File: src/rtl/spi_slave_rx_pkg.sv
// Shared definitions for the SPI receive endpoint.
// FSM encoding, default sizes and the SPI mode this receiver speaks.
package spi_slave_rx_pkg;

    typedef enum logic {
        ST_IDLE   = 1'b0,
        ST_ACTIVE = 1'b1
    } state_e;

    localparam int DATA_WIDTH_DEF  = 8;
    localparam int SYNC_STAGES_DEF = 2;

    // Mode 3: SCLK idles high, data sampled on the rising edge
    localparam logic SPI_CPOL    = 1'b1;
    localparam logic SAMPLE_RISE = 1'b1;

endpackage

File: src/rtl/spi_sync.sv
// Multi-flop bit synchroniser with a configurable reset value.
// The reset value is chosen to match the idle level of the pin.
module spi_sync
    import spi_slave_rx_pkg::*;
#(
    parameter int   STAGES  = SYNC_STAGES_DEF,
    parameter logic RST_VAL = 1'b0
) (
    input  logic CLK,
    input  logic RST_N,
    input  logic D,
    output logic Q
);

    logic [STAGES-1:0] ff_q;

    always_ff @(posedge CLK or negedge RST_N) begin
        if (!RST_N) begin
            ff_q <= {STAGES{RST_VAL}};
        end else begin
            ff_q <= {ff_q[STAGES-2:0], D};
        end
    end

    assign Q = ff_q[STAGES-1];

endmodule

File: src/rtl/spi_slave_rx.sv
// SPI peripheral-side receiver: oversampled pins, MSB-first shifter,
// one-deep valid/ready output buffer with sticky overrun.
module spi_slave_rx
    import spi_slave_rx_pkg::*;
#(
    parameter int SYNC_STAGES = SYNC_STAGES_DEF,
    parameter int DATA_WIDTH  = DATA_WIDTH_DEF
) (
    input  logic                  CLK,
    input  logic                  RST_N,
    input  logic                  CS,
    input  logic                  SCLK,
    input  logic                  SDI,
    output logic [DATA_WIDTH-1:0] RX_DATA,
    output logic                  RX_VALID,
    input  logic                  RX_READY,
    output logic                  RX_OVERRUN,
    input  logic                  OVR_CLR,
    output logic                  BYTE_ABORT,
    output logic                  FRAME_ACTIVE
);

    localparam int CNT_W = $clog2(DATA_WIDTH);
    localparam logic [CNT_W-1:0] LAST = CNT_W'(DATA_WIDTH - 1);

    logic cs_s;
    logic sclk_s;
    logic sdi_s;
    logic sclk_d;
    logic rise;
    logic accept;
    logic primed;

    logic [SYNC_STAGES-1:0] prime_q;
    logic                   armed_q, armed_d;
    state_e                 state_q, state_d;
    logic [CNT_W-1:0]       cnt_q, cnt_d;
    logic [DATA_WIDTH-1:0]  shift_q, shift_d;
    logic                   done_q, done_d;
    logic                   abort_q, abort_d;
    logic [DATA_WIDTH-1:0]  data_q, data_d;
    logic                   valid_q, valid_d;
    logic                   ovr_q, ovr_d;

    spi_sync #(.STAGES(SYNC_STAGES), .RST_VAL(1'b1)) u_sync_cs (
        .CLK(CLK), .RST_N(RST_N), .D(CS), .Q(cs_s)
    );

    spi_sync #(.STAGES(SYNC_STAGES), .RST_VAL(SPI_CPOL)) u_sync_sclk (
        .CLK(CLK), .RST_N(RST_N), .D(SCLK), .Q(sclk_s)
    );

    spi_sync #(.STAGES(SYNC_STAGES), .RST_VAL(1'b1)) u_sync_sdi (
        .CLK(CLK), .RST_N(RST_N), .D(SDI), .Q(sdi_s)
    );

    assign rise   = SAMPLE_RISE ? (sclk_s & ~sclk_d) : (~sclk_s & sclk_d);
    assign accept = valid_q & RX_READY;
    // cs_s only reflects the pin once reset values have left the synchroniser
    assign primed = prime_q[SYNC_STAGES-1];

    always_comb begin
        state_d = state_q;
        cnt_d   = cnt_q;
        shift_d = shift_q;
        done_d  = 1'b0;
        abort_d = 1'b0;
        armed_d = armed_q | (primed & cs_s);
        data_d  = data_q;
        valid_d = valid_q;
        ovr_d   = ovr_q;

        unique case (state_q)
            ST_IDLE: begin
                cnt_d = '0;
                if (armed_q && !cs_s) begin
                    state_d = ST_ACTIVE;
                end
            end
            ST_ACTIVE: begin
                if (cs_s) begin
                    state_d = ST_IDLE;
                    cnt_d   = '0;
                    abort_d = (cnt_q != '0);
                end else if (rise) begin
                    shift_d = {shift_q[DATA_WIDTH-2:0], sdi_s};
                    if (cnt_q == LAST) begin
                        cnt_d  = '0;
                        done_d = 1'b1;
                    end else begin
                        cnt_d = cnt_q + CNT_W'(1);
                    end
                end
            end
        endcase

        if (OVR_CLR) begin
            ovr_d = 1'b0;
        end

        if (done_q) begin
            if (!valid_q || accept) begin
                data_d  = shift_q;
                valid_d = 1'b1;
            end else begin
                ovr_d = 1'b1;
            end
        end else if (accept) begin
            valid_d = 1'b0;
        end
    end

    always_ff @(posedge CLK or negedge RST_N) begin
        if (!RST_N) begin
            sclk_d  <= SPI_CPOL;
            prime_q <= '0;
            armed_q <= 1'b0;
            state_q <= ST_IDLE;
            cnt_q   <= '0;
            shift_q <= '0;
            done_q  <= 1'b0;
            abort_q <= 1'b0;
            data_q  <= '0;
            valid_q <= 1'b0;
            ovr_q   <= 1'b0;
        end else begin
            sclk_d  <= sclk_s;
            prime_q <= {prime_q[SYNC_STAGES-2:0], 1'b1};
            armed_q <= armed_d;
            state_q <= state_d;
            cnt_q   <= cnt_d;
            shift_q <= shift_d;
            done_q  <= done_d;
            abort_q <= abort_d;
            data_q  <= data_d;
            valid_q <= valid_d;
            ovr_q   <= ovr_d;
        end
    end

    assign RX_DATA      = data_q;
    assign RX_VALID     = valid_q;
    assign RX_OVERRUN   = ovr_q;
    assign BYTE_ABORT   = abort_q;
    assign FRAME_ACTIVE = (state_q == ST_ACTIVE);

endmodule
File: config.mk
export PLATFORM = sky130hd
export DESIGN_NAME = spi_slave_rx
export DESIGN_NICKNAME = d
export VERILOG_FILES = /design/src/rtl/spi_slave_rx_pkg.sv /design/src/rtl/spi_sync.sv /design/src/rtl/spi_slave_rx.sv
export SDC_FILE = /design/constraint.sdc
export NUM_CORES = 1
export LEC_CHECK = 0
export CELL_PAD_IN_SITES_DETAIL_PLACEMENT = 0
export CELL_PAD_IN_SITES_GLOBAL_PLACEMENT = 1
export CORE_UTILIZATION = 34
export CTS_CLUSTER_SIZE = 12
export DETAILED_ROUTE_END_ITERATION = 7
export GPL_TIMING_DRIVEN = 0
export HOLD_SLACK_MARGIN = 0.06
export PLACE_DENSITY_LB_ADDON = 0.1
export SYNTH_ARGS = -nofsm -noshare
export SYNTH_HDL_FRONTEND = slang
export SYNTH_SLANG_ARGS = --single-unit
export TNS_END_PERCENT = 30
File: constraint.sdc
create_clock -name CLK -period 2.89 [get_ports CLK]
set_input_delay 0.289 -clock CLK [delete_from_list [all_inputs] [get_ports CLK]]
set_output_delay 0.289 -clock CLK [all_outputs]
set_load 0.02 [all_outputs]
==> impl_metrics.csv, run 1 <==
group,metric,value,unit
synth,avgSynthCellArea,15.8,sq um
route,routed_wl,1670,microns
synth,syn-num-nets,90,
synth,synth_compound_area_share,1.49,%
grt,grt_max_degree,35,
grt,grt-ovfl-total,0,
worst_hold_path,hp-class,"input port to asynchronous set/reset pin",
sta,skew,0.00747,ns
grt,grt_pass1_vias,720,
synth,synthAdderAreaFrac,2.98,%
layout,syn_to_final_growth,25.6,%
worst_setup_path,startpoint,"FRAME_ACTIVE",
sta,worst_slew_pin_slew,0.718,ns
power_and_ir_drop,p_per_area,588,nW/um^2
grt,grt_pass1_wl,3160,microns
synth,muxShareOfSynthArea,17.0,%
sta,finalHoldViolations,0,
sta,grt_setup_unrepaired,"false",
sta,max_slew_margin,52.1,%
route,ant_nets,0,
power_and_ir_drop,p_leak,0.000759,uW
grt,antenna_found_initial,0,
synth,synth.cell_area,1260,sq um
job,maxCapViolations,0,
layout,multi_input_area,372,sq um
die,ios,19,
placed_design,place_congestion,0.674,
worst_setup_path,cp.arrival,1.32,ns
layout,nets,115,
clocking,cts.sinks,34,
route,route.vias.total,652,
placed_design,dp_hpwl,1120,microns
synth,netlist_instances,80,
power_and_ir_drop,totalPowerFinal,931,uW
synth,synth-seq-cells,34,
sta,timing.fmax,620,MHz
clocking,clk_pin_slew,0.06,ns
worst_setup_path,cp-end-kind,"primary output",
worst_setup_path,cp.required,2.60,ns
layout,final_cell_mix,"dfrtp_1 (27), clkdlybuf4s50_1 (17), mux2_2 (15)",
die,dieWidth,62.9,microns
synth,synth_cell_types,19,
route,wire_per_inst,11.0,microns
die,die_y,62.9,microns
grt,track_usage,10.7,%
route,remaining_drc_errors,0,
die,initial_core_util,36.6,%
synth,synth_top_family_by_area,"multiplexers",
synth,yosysWarningCount,0,
synth,synth_xor_area_share,0,%
route,drt-pass1-iter-count,3,
clocking,htreeDepth,2,
worst_setup_path,slowest_stage,"clkdlybuf4s50_1",
worst_setup_path,critPathTopFamily,"buffers and inverters",
sta,tns,0,ns
clocking,cts_tree,"done",
worst_setup_path,critPathKind,"register to primary output",
die,rows,21,
clocking,clk_latency,0.27,ns
die,dieArea,3960,sq um
worst_setup_path,worstPathMaxFanout,4,
synth,ys_seq_area_share,68.2,%
worst_setup_path,critical_path_buf_inv_count,1,
layout,seqCellArea,860,sq um
worst_setup_path,reg2reg_from,"u_sync_sclk.ff_q[1]",
layout,insertedDiodeCount,0,
clocking,cts_hold_buffers,0,
synth,synth-simple-area-share,7.74,%
layout,layout_commonest_cell,"dfrtp_1",
route,first_iter_violations,24,
run_status,outcome,"finished clean",
worst_setup_path,start_kind,"register",
worst_setup_path,worstPathCellList,"clkdlybuf4s50_1",
clocking,post_cts_resized,0,
route,via_per_inst,4.29,
layout,fill_cells,319,
die,core,3440,sq um
clocking,numCtsBuffers,5,
clocking,post-cts-setup-buffer-count,0,
worst_setup_path,critPathMaxStageDelay,0.63,ns
sta,setup-violations-final,0,
sta,final-max-slew-violation-count,0,
placed_design,portBuffers,18,
clocking,clockBufferDepth,2,
sta,fin_crit,1.61,ns
clocking,root_buffer,"clkbuf_8",
layout,layout-drive-gt1-share,34.0,%
sta,period_share,55.8,%
power_and_ir_drop,ir_worst_vdd,0.000285,V
cell type report:
type / count / share of cell area, %
buffer: 1 / 0.711
clock buffer: 8 / 5.69
inverter: 5 / 1.18
multi-input combinational: 40 / 23.5
sequential: 34 / 54.3
tap: 46 / 3.63
timing repair buffer: 18 / 11.1
cells in the mapped netlist:
cell | n | area, sq um
dfrtp_1 | 27 | 676
mux2_2 | 15 | 169
dfstp_2 | 7 | 184
nor2_1 | 6 | 22.5
inv_1 | 5 | 18.8
ha_1 | 3 | 37.5
mux2i_1 | 3 | 30.0
nand2_1 | 2 | 7.51
nand2b_4 | 2 | 27.5
a21o_1 | 1 | 7.51
a21oi_1 | 1 | 5.00
and2_2 | 1 | 7.51
buf_6 | 1 | 11.3
conb_1 | 1 | 3.75
mux2_4 | 1 | 15.0
nand2_2 | 1 | 6.26
nand2b_1 | 1 | 6.26
nor2_8 | 1 | 20.0
o22ai_1 | 1 | 6.26
layer usage:
metal | track usage (%) | part of all wire (%)
met4 | 6.98 | 2.2
met1 | 13.1 | 46
met3 | 3.83 | 4.4
met2 | 15.9 | 48
met5 | 0 | 0
final timing paths:
path | end | slack [ns] | cells after the start
max in group asynchronous | RX_DATA[7] | 2.36 | 1
max reg2reg | shift_q[7] | 1.53 | 4
min | RX_DATA[2] | 0.06 | 1
min reg2reg | u_sync_sdi.ff_q[1] | 0.35 | 0
max | FRAME_ACTIVE | 1.28 | 1
min in group CLK | u_sync_sdi.ff_q[1] | 0.35 | 0
cells by family after synthesis:
logic type / count (synthesis)
mux: 19
compound gates: 3
fa+ha+maj: 3
flops: 34
buf+inv: 6
simple gates: 14
other cells: 1
power breakdown:
group	internal (uW)	leakage [uW]	switching [uW]
Clock	194	0.0000455	150
Sequential	510	0.000433	20.5
Combinational	33.7	0.000280	22.3
Total	738	0.000759	193
metrics by stage:
step           std cells  instance area, sq um  utilization, %  hold slack (ns)  setup slack (ns)
2_1_floorplan         80                  1260               -         -0.00659              1.59
3_3_place_gp         144                  1500            43.5            0.332             0.868
3_5_place_dp         144                  1490            43.4            0.347              1.32
4_1_cts              152                  1580            46.0           0.0965              1.26
5_1_grt              152                  1580            46.0            0.122              1.23
6_report             152                  1580            46.0           0.0631              1.28
state kept, by name (all words and copies together), names as in the netlist:
| register | flops |
|---|---|
| shift_q | 8 |
| done_q | 1 |
| FRAME_ACTIVE | 1 |
| RX_DATA | 8 |
| BYTE_ABORT | 1 |
| u_sync_sdi.ff_q | 2 |
| prime_q | 2 |
| sclk_d | 1 |
| armed_q | 1 |
| RX_OVERRUN | 1 |
| cnt_q | 3 |
| u_sync_cs.ff_q | 2 |
| RX_VALID | 1 |
| u_sync_sclk.ff_q | 2 |
worst reg2reg max path, stage by stage, from the launching register on:
cell      delay [ns]
dfstp_2         0.55
nand2b_4        0.05
buf_6           0.13
nor2_8          0.17
mux2_2          0.36
Power figures use the tool's default switching activity.
==> run 2, diff against run 1 <==
Clock period 2.89 ns to 1.4 ns, I/O delays scaled along.
==> run 2 against run 1 <==
  * Clock power rose by 110%
  * Die area did not move
  * Worst setup slack got worse by 1.2 ns
  * Total power rose by 110%
  * Non-clock buffer count rose by 1
  * Flip-flop and latch count did not move
  * Register-to-register slack got worse by 1.5 ns
  * Combinational power rose by 110%
  * Cell area rose by 2.1%
  * Clock-buffer cell count did not move
  * Sequential share of layout area fell by 1.1 points
  * Sequential power rose by 110%
  * Largest power group unchanged
==> impl_metrics.csv, run 2 (synthesis gave the netlist of run 1 again) <==
group,metric,value,unit
run_status,outcome,"finished clean",
route,remaining_drc_errors,0,
sta,skew,0.00747,ns
power_and_ir_drop,p_clk_share,37.0,%
worst_setup_path,cp-end-kind,"register",
grt,grt_max_degree,35,
placed_design,portBuffers,18,
clocking,clockBufferDepth,2,
route,ant_nets,0,
die,initial_core_util,36.6,%
layout,final_cell_mix,"dfrtp_1 (27), mux2_2 (15), dlymetal6s2s_1 (10)",
power_and_ir_drop,switchingPower,399,uW
worst_setup_path,worstPathCellList,"nand2b_4, buf_6, nor2_8, mux2_2",
clocking,clk_latency,0.27,ns
die,core,3440,sq um
layout,layout-drive-gt1-share,33.6,%
job,maxCapViolations,0,
clocking,root_buffer,"clkbuf_8",
clocking,cts.sinks,34,
sta,worst_slew_pin_slew,0.715,ns
power_and_ir_drop,p_seq_share,57.0,%
die,dieWidth,62.9,microns
layout,nets,116,
layout,insertedDiodeCount,0,
route,via_per_inst,4.25,
worst_setup_path,critPathKind,"register to register",
power_and_ir_drop,p_leak,0.000952,uW
power_and_ir_drop,switching_share,20.7,%
worst_setup_path,slowest_stage,"dfstp_2",
die,rows,21,
sta,period_share,97.1,%
placed_design,place_congestion,0.674,
power_and_ir_drop,p_per_area,1190,nW/um^2
power_and_ir_drop,ir_worst_vdd,0.000588,V
power_and_ir_drop,pwr-share-comb,6.1,%
grt,grt-ovfl-total,0,
die,die_y,62.9,microns
layout,layout_commonest_cell,"dfrtp_1",
sta,tns,0,ns
die,ios,19,
power_and_ir_drop,intPower,1520,uW
worst_setup_path,critPathTopFamily,"flip-flops",
sta,max_slew_margin,52.4,%
sta,timing.fmax,736,MHz
sta,finalHoldViolations,0,
placed_design,dp_hpwl,1120,microns
worst_setup_path,cp.arrival,1.52,ns
sta,setup-violations-final,0,
grt,grt_pass1_vias,725,
worst_setup_path,worstPathMaxFanout,9,
route,route.vias.total,651,
clocking,clk_pin_slew,0.06,ns
layout,syn_to_final_growth,28.3,%
route,first_iter_violations,15,
clocking,htreeDepth,2,
worst_setup_path,start_kind,"register",
worst_setup_path,cp.required,1.56,ns
layout,fin_util,47.0,%
grt,track_usage,10.8,%
worst_setup_path,critical_path_buf_inv_count,1,
route,drt-pass1-iter-count,3,
grt,antenna_found_initial,0,
clocking,numCtsBuffers,5,
clocking,post-cts-setup-buffer-count,0,
die,dieArea,3960,sq um
sta,fin_crit,1.36,ns
sta,grt_setup_unrepaired,"true",
worst_setup_path,critPathMaxStageDelay,0.55,ns
route,routed_wl,1690,microns
route,wire_per_inst,11.1,microns
grt,grt_pass1_wl,3190,microns
sta,final-max-slew-violation-count,0,
clocking,cts_tree,"done",
worst_hold_path,hp-class,"input port to register",
run 2: changes by cell type in the layout (fill, tap and decap cells not counted):
cell             delta
dlymetal6s2s_1     +10
dlygate4sd2_1       +1
clkdlybuf4s50_1    -11
dlygate4sd3_1       +1
run 2: through the flow:
stage	instance area [sq um]	std cells	hold WS, ns	power (uW)	setup slack (ns)
after floorplan	1260	80	-0.156	1170	0.0970
after global placement	1500	144	0.332	1230	-0.473
after detailed placement	1490	144	0.241	1230	-0.0205
after CTS	1590	153	0.267	1960	0.00964
after global routing	1620	153	0.266	2030	-0.0124
final	1620	153	0.277	1920	0.0407
run 2: cell type report:
class                      count  area (sq um)
fill                         315          1820
sequential                    34           860
multi-input combinational     40           372
timing repair buffer          19           209
clock buffer                   8          90.1
tap                           46          57.6
inverter                       5          18.8
buffer                         1          11.3
run 2: final timing paths:
kind                                      from                 end  slack [ns]  cells after the start
min reg2reg                 u_sync_sdi.ff_q[0]  u_sync_sdi.ff_q[1]        0.35                      0
max in group asynchronous                RST_N          prime_q[1]        0.48                      2
max reg2reg                u_sync_sclk.ff_q[1]          shift_q[7]        0.04                      4
max                        u_sync_sclk.ff_q[1]          shift_q[7]        0.04                      4
min in group asynchronous                RST_N          RX_DATA[2]        0.45                      2
min                                         CS   u_sync_cs.ff_q[0]        0.28                      1
run 2: layer usage:
layer,routed length (microns),GRT usage (%),share of wire (%),vias to the layer above
li1,-,-,-,311
met1,780,13.1,46,319
met2,791,16.1,47,16
met3,84,3.83,5.0,5
met4,36,6.98,2.1,0
met5,0,0,0,-
run 2: repair_timing:
| action | 4_1_cts | 5_1_grt |
|---|---|---|
| resized for setup | 1 | 10 |
| endpoints found under the hold margin | 27 | 0 |
| hold buffers | 1 | 0 |
| endpoints found under the setup margin | 1 | 16 |
run 2: power groups by stage:
stage	logic [uW]	registers (uW)	clock network [uW]
final	117	1100	711
after floorplan	72.2	1100	0
after detailed placement	118	1110	0
after CTS	120	1100	746
after global placement	118	1110	0
after global routing	131	1110	792
==> run 3, diff against run 2 <==
Settings changed: CAP_MARGIN from default to 20, CTS_BUF_LIST from default to sky130_fd_sc_hd__clkbuf_8, REMOVE_ABC_BUFFERS from default to 1.
==> run 3 against run 2 <==
  * Combinational power hardly changed
  * Die area stayed put
  * Largest cell class unchanged
  * Core utilization is 0.073 points higher
  * First-iteration DRC count is 87% lower
  * Highest routed layer unchanged
  * Clock skew is 0.0017 ns lower
  * Sequential power hardly changed
  * Worst hold slack worse by 0.019 ns
  * Cell area is 0.15% higher
  * Critical path type is now register to primary output
  * Cell count is 0.65% lower
  * Maximum frequency is 0.26% higher
  * Critical path depth is 3 lower
  * Routed wire length is 8.6% higher
==> impl_metrics.csv, run 3 (synthesis gave the netlist of run 1 again) <==
group,metric,value,unit
layout,layout-drive-gt1-share,34.9,%
sta,skew,0.00574,ns
route,wire_per_inst,12.1,microns
route,ant_nets,0,
power_and_ir_drop,p_per_area,1300,nW/um^2
die,dieArea,3960,sq um
placed_design,portBuffers,18,
route,remaining_drc_errors,0,
clocking,numCtsBuffers,5,
placed_design,dp_hpwl,1170,microns
grt,antenna_found_initial,0,
worst_setup_path,critPathMaxStageDelay,0.60,ns
sta,grt_setup_unrepaired,"false",
worst_setup_path,cp.arrival,1.22,ns
route,first_iter_violations,2,
sta,timing.fmax,738,MHz
die,dieWidth,62.9,microns
grt,grt_pass1_wl,3020,microns
sta,period_share,96.8,%
worst_hold_path,hold_start,"SDI",
die,core,3440,sq um
sta,final-max-slew-violation-count,0,
clocking,root_buffer,"clkbuf_8",
worst_hold_path,whs_path_depth,1,
clocking,cts_tree,"done",
worst_setup_path,critical_path_buf_inv_count,1,
placed_design,place_congestion,0.616,
route,route.vias.total,664,
sta,setup-violations-final,0,
route,routed_wl,1840,microns
sta,finalHoldViolations,0,
worst_setup_path,startpoint,"RX_DATA[4]",
worst_setup_path,slowest_stage,"clkdlybuf4s50_1",
worst_setup_path,critPathKind,"register to primary output",
worst_setup_path,worstPathCellList,"clkdlybuf4s50_1",
layout,seqCellArea,860,sq um
power_and_ir_drop,ir_worst_vdd,0.000600,V
grt,grt_max_degree,35,
run_status,outcome,"finished clean",
power_and_ir_drop,p_leak,0.000904,uW
layout,nets,115,
grt,track_usage,10.7,%
layout,fin_util,47.1,%
layout,multi_input_area,372,sq um
worst_setup_path,reg2reg_depth,3,
worst_setup_path,reg2reg_from,"u_sync_sclk.ff_q[1]",
layout,insertedDiodeCount,0,
route,drt-pass1-iter-count,4,
grt,grt-ovfl-total,0,
worst_setup_path,cp-end-kind,"primary output",
layout,layout_commonest_cell,"dfrtp_1",
clocking,clk_latency,0.28,ns
layout,final_cell_mix,"dfrtp_1 (27), mux2_2 (15), clkdlybuf4s50_1 (7), dlymetal6s2s_1 (7), dfstp_2 (7)",
clocking,clockBufferDepth,2,
worst_setup_path,critPathTopFamily,"buffers and inverters",
worst_setup_path,cp.required,1.26,ns
die,rows,21,
die,die_y,62.9,microns
job,maxCapViolations,0,
sta,hold_ws,0.258,ns
sta,worst_slew_pin_slew,0.722,ns
worst_setup_path,start_kind,"register",
layout,fill_cells,321,
clocking,clk_pin_slew,0.07,ns
clocking,htreeDepth,2,
clocking,cts.sinks,34,
die,ios,19,
die,initial_core_util,36.6,%
layout,syn_to_final_growth,28.5,%
route,via_per_inst,4.37,
worst_setup_path,worstPathMaxFanout,2,
sta,max_slew_margin,51.9,%
worst_setup_path,path_depth,1,
grt,grt_pass1_vias,679,
worst_hold_path,hp-class,"input port to register",
sta,fin_crit,1.36,ns
==> run 3: layout make-up <==
type	count	area share [%]
multi-input combinational	40	22.9
sequential	34	53.1
clock buffer	5	4.25
inverter	5	1.16
tap	46	3.55
clock inverter	3	2.78
timing repair buffer	19	12.3
==> run 3: path summary, 6_finish.rpt <==
check | slack [ns] | end
max in group asynchronous | 0.49 | shift_q[3]
worst min register to register | 0.35 | prime_q[1]
min in group asynchronous | 0.44 | RX_DATA[6]
worst max-delay path | 0.04 | RX_DATA[4]
worst max register to register | 0.09 | shift_q[4]
worst min-delay path | 0.26 | u_sync_sdi.ff_q[0]
==> run 3: layer usage <==
metal  global-route usage (%)  wire [microns]  vias up
met5                        0               0        -
met4                     8.72              25        0
met3                     4.01              98        2
met2                     16.8             856       16
met1                     11.2             855      333
li1                         -               -      313
==> run 3: repair_timing <==
item	in CTS	in global routing
endpoints found under the setup margin	3	7
resized for setup	3	7
hold buffers	1	0
setup buffers	0	0
endpoints found under the hold margin	27	0
==> run 3: where the power goes <==
group / leakage (uW) / switching, uW / internal [uW]
combinational: 0.000421 / 46.8 / 67.7
sequential: 0.000433 / 42.2 / 1050
clock: 0.0000504 / 364 / 529
==> run 3: stage by stage <==
| stage | power [uW] | worst slack (ns) | setup TNS (ns) | cells | instance area (sq um) |
|---|---|---|---|---|---|
| 6_report | 2100 | 0.0442 | 0 | 152 | 1620 |
| 5_1_grt | 2200 | 0.00407 | 0 | 152 | 1620 |
| 2_1_floorplan | 1170 | 0.147 | 0 | 79 | 1250 |
| 3_5_place_dp | 1230 | -0.0210 | -0.122 | 143 | 1480 |
| 3_3_place_gp | 1230 | -0.491 | -14.72 | 143 | 1490 |
| 4_1_cts | 2130 | 0.00989 | 0 | 152 | 1600 |
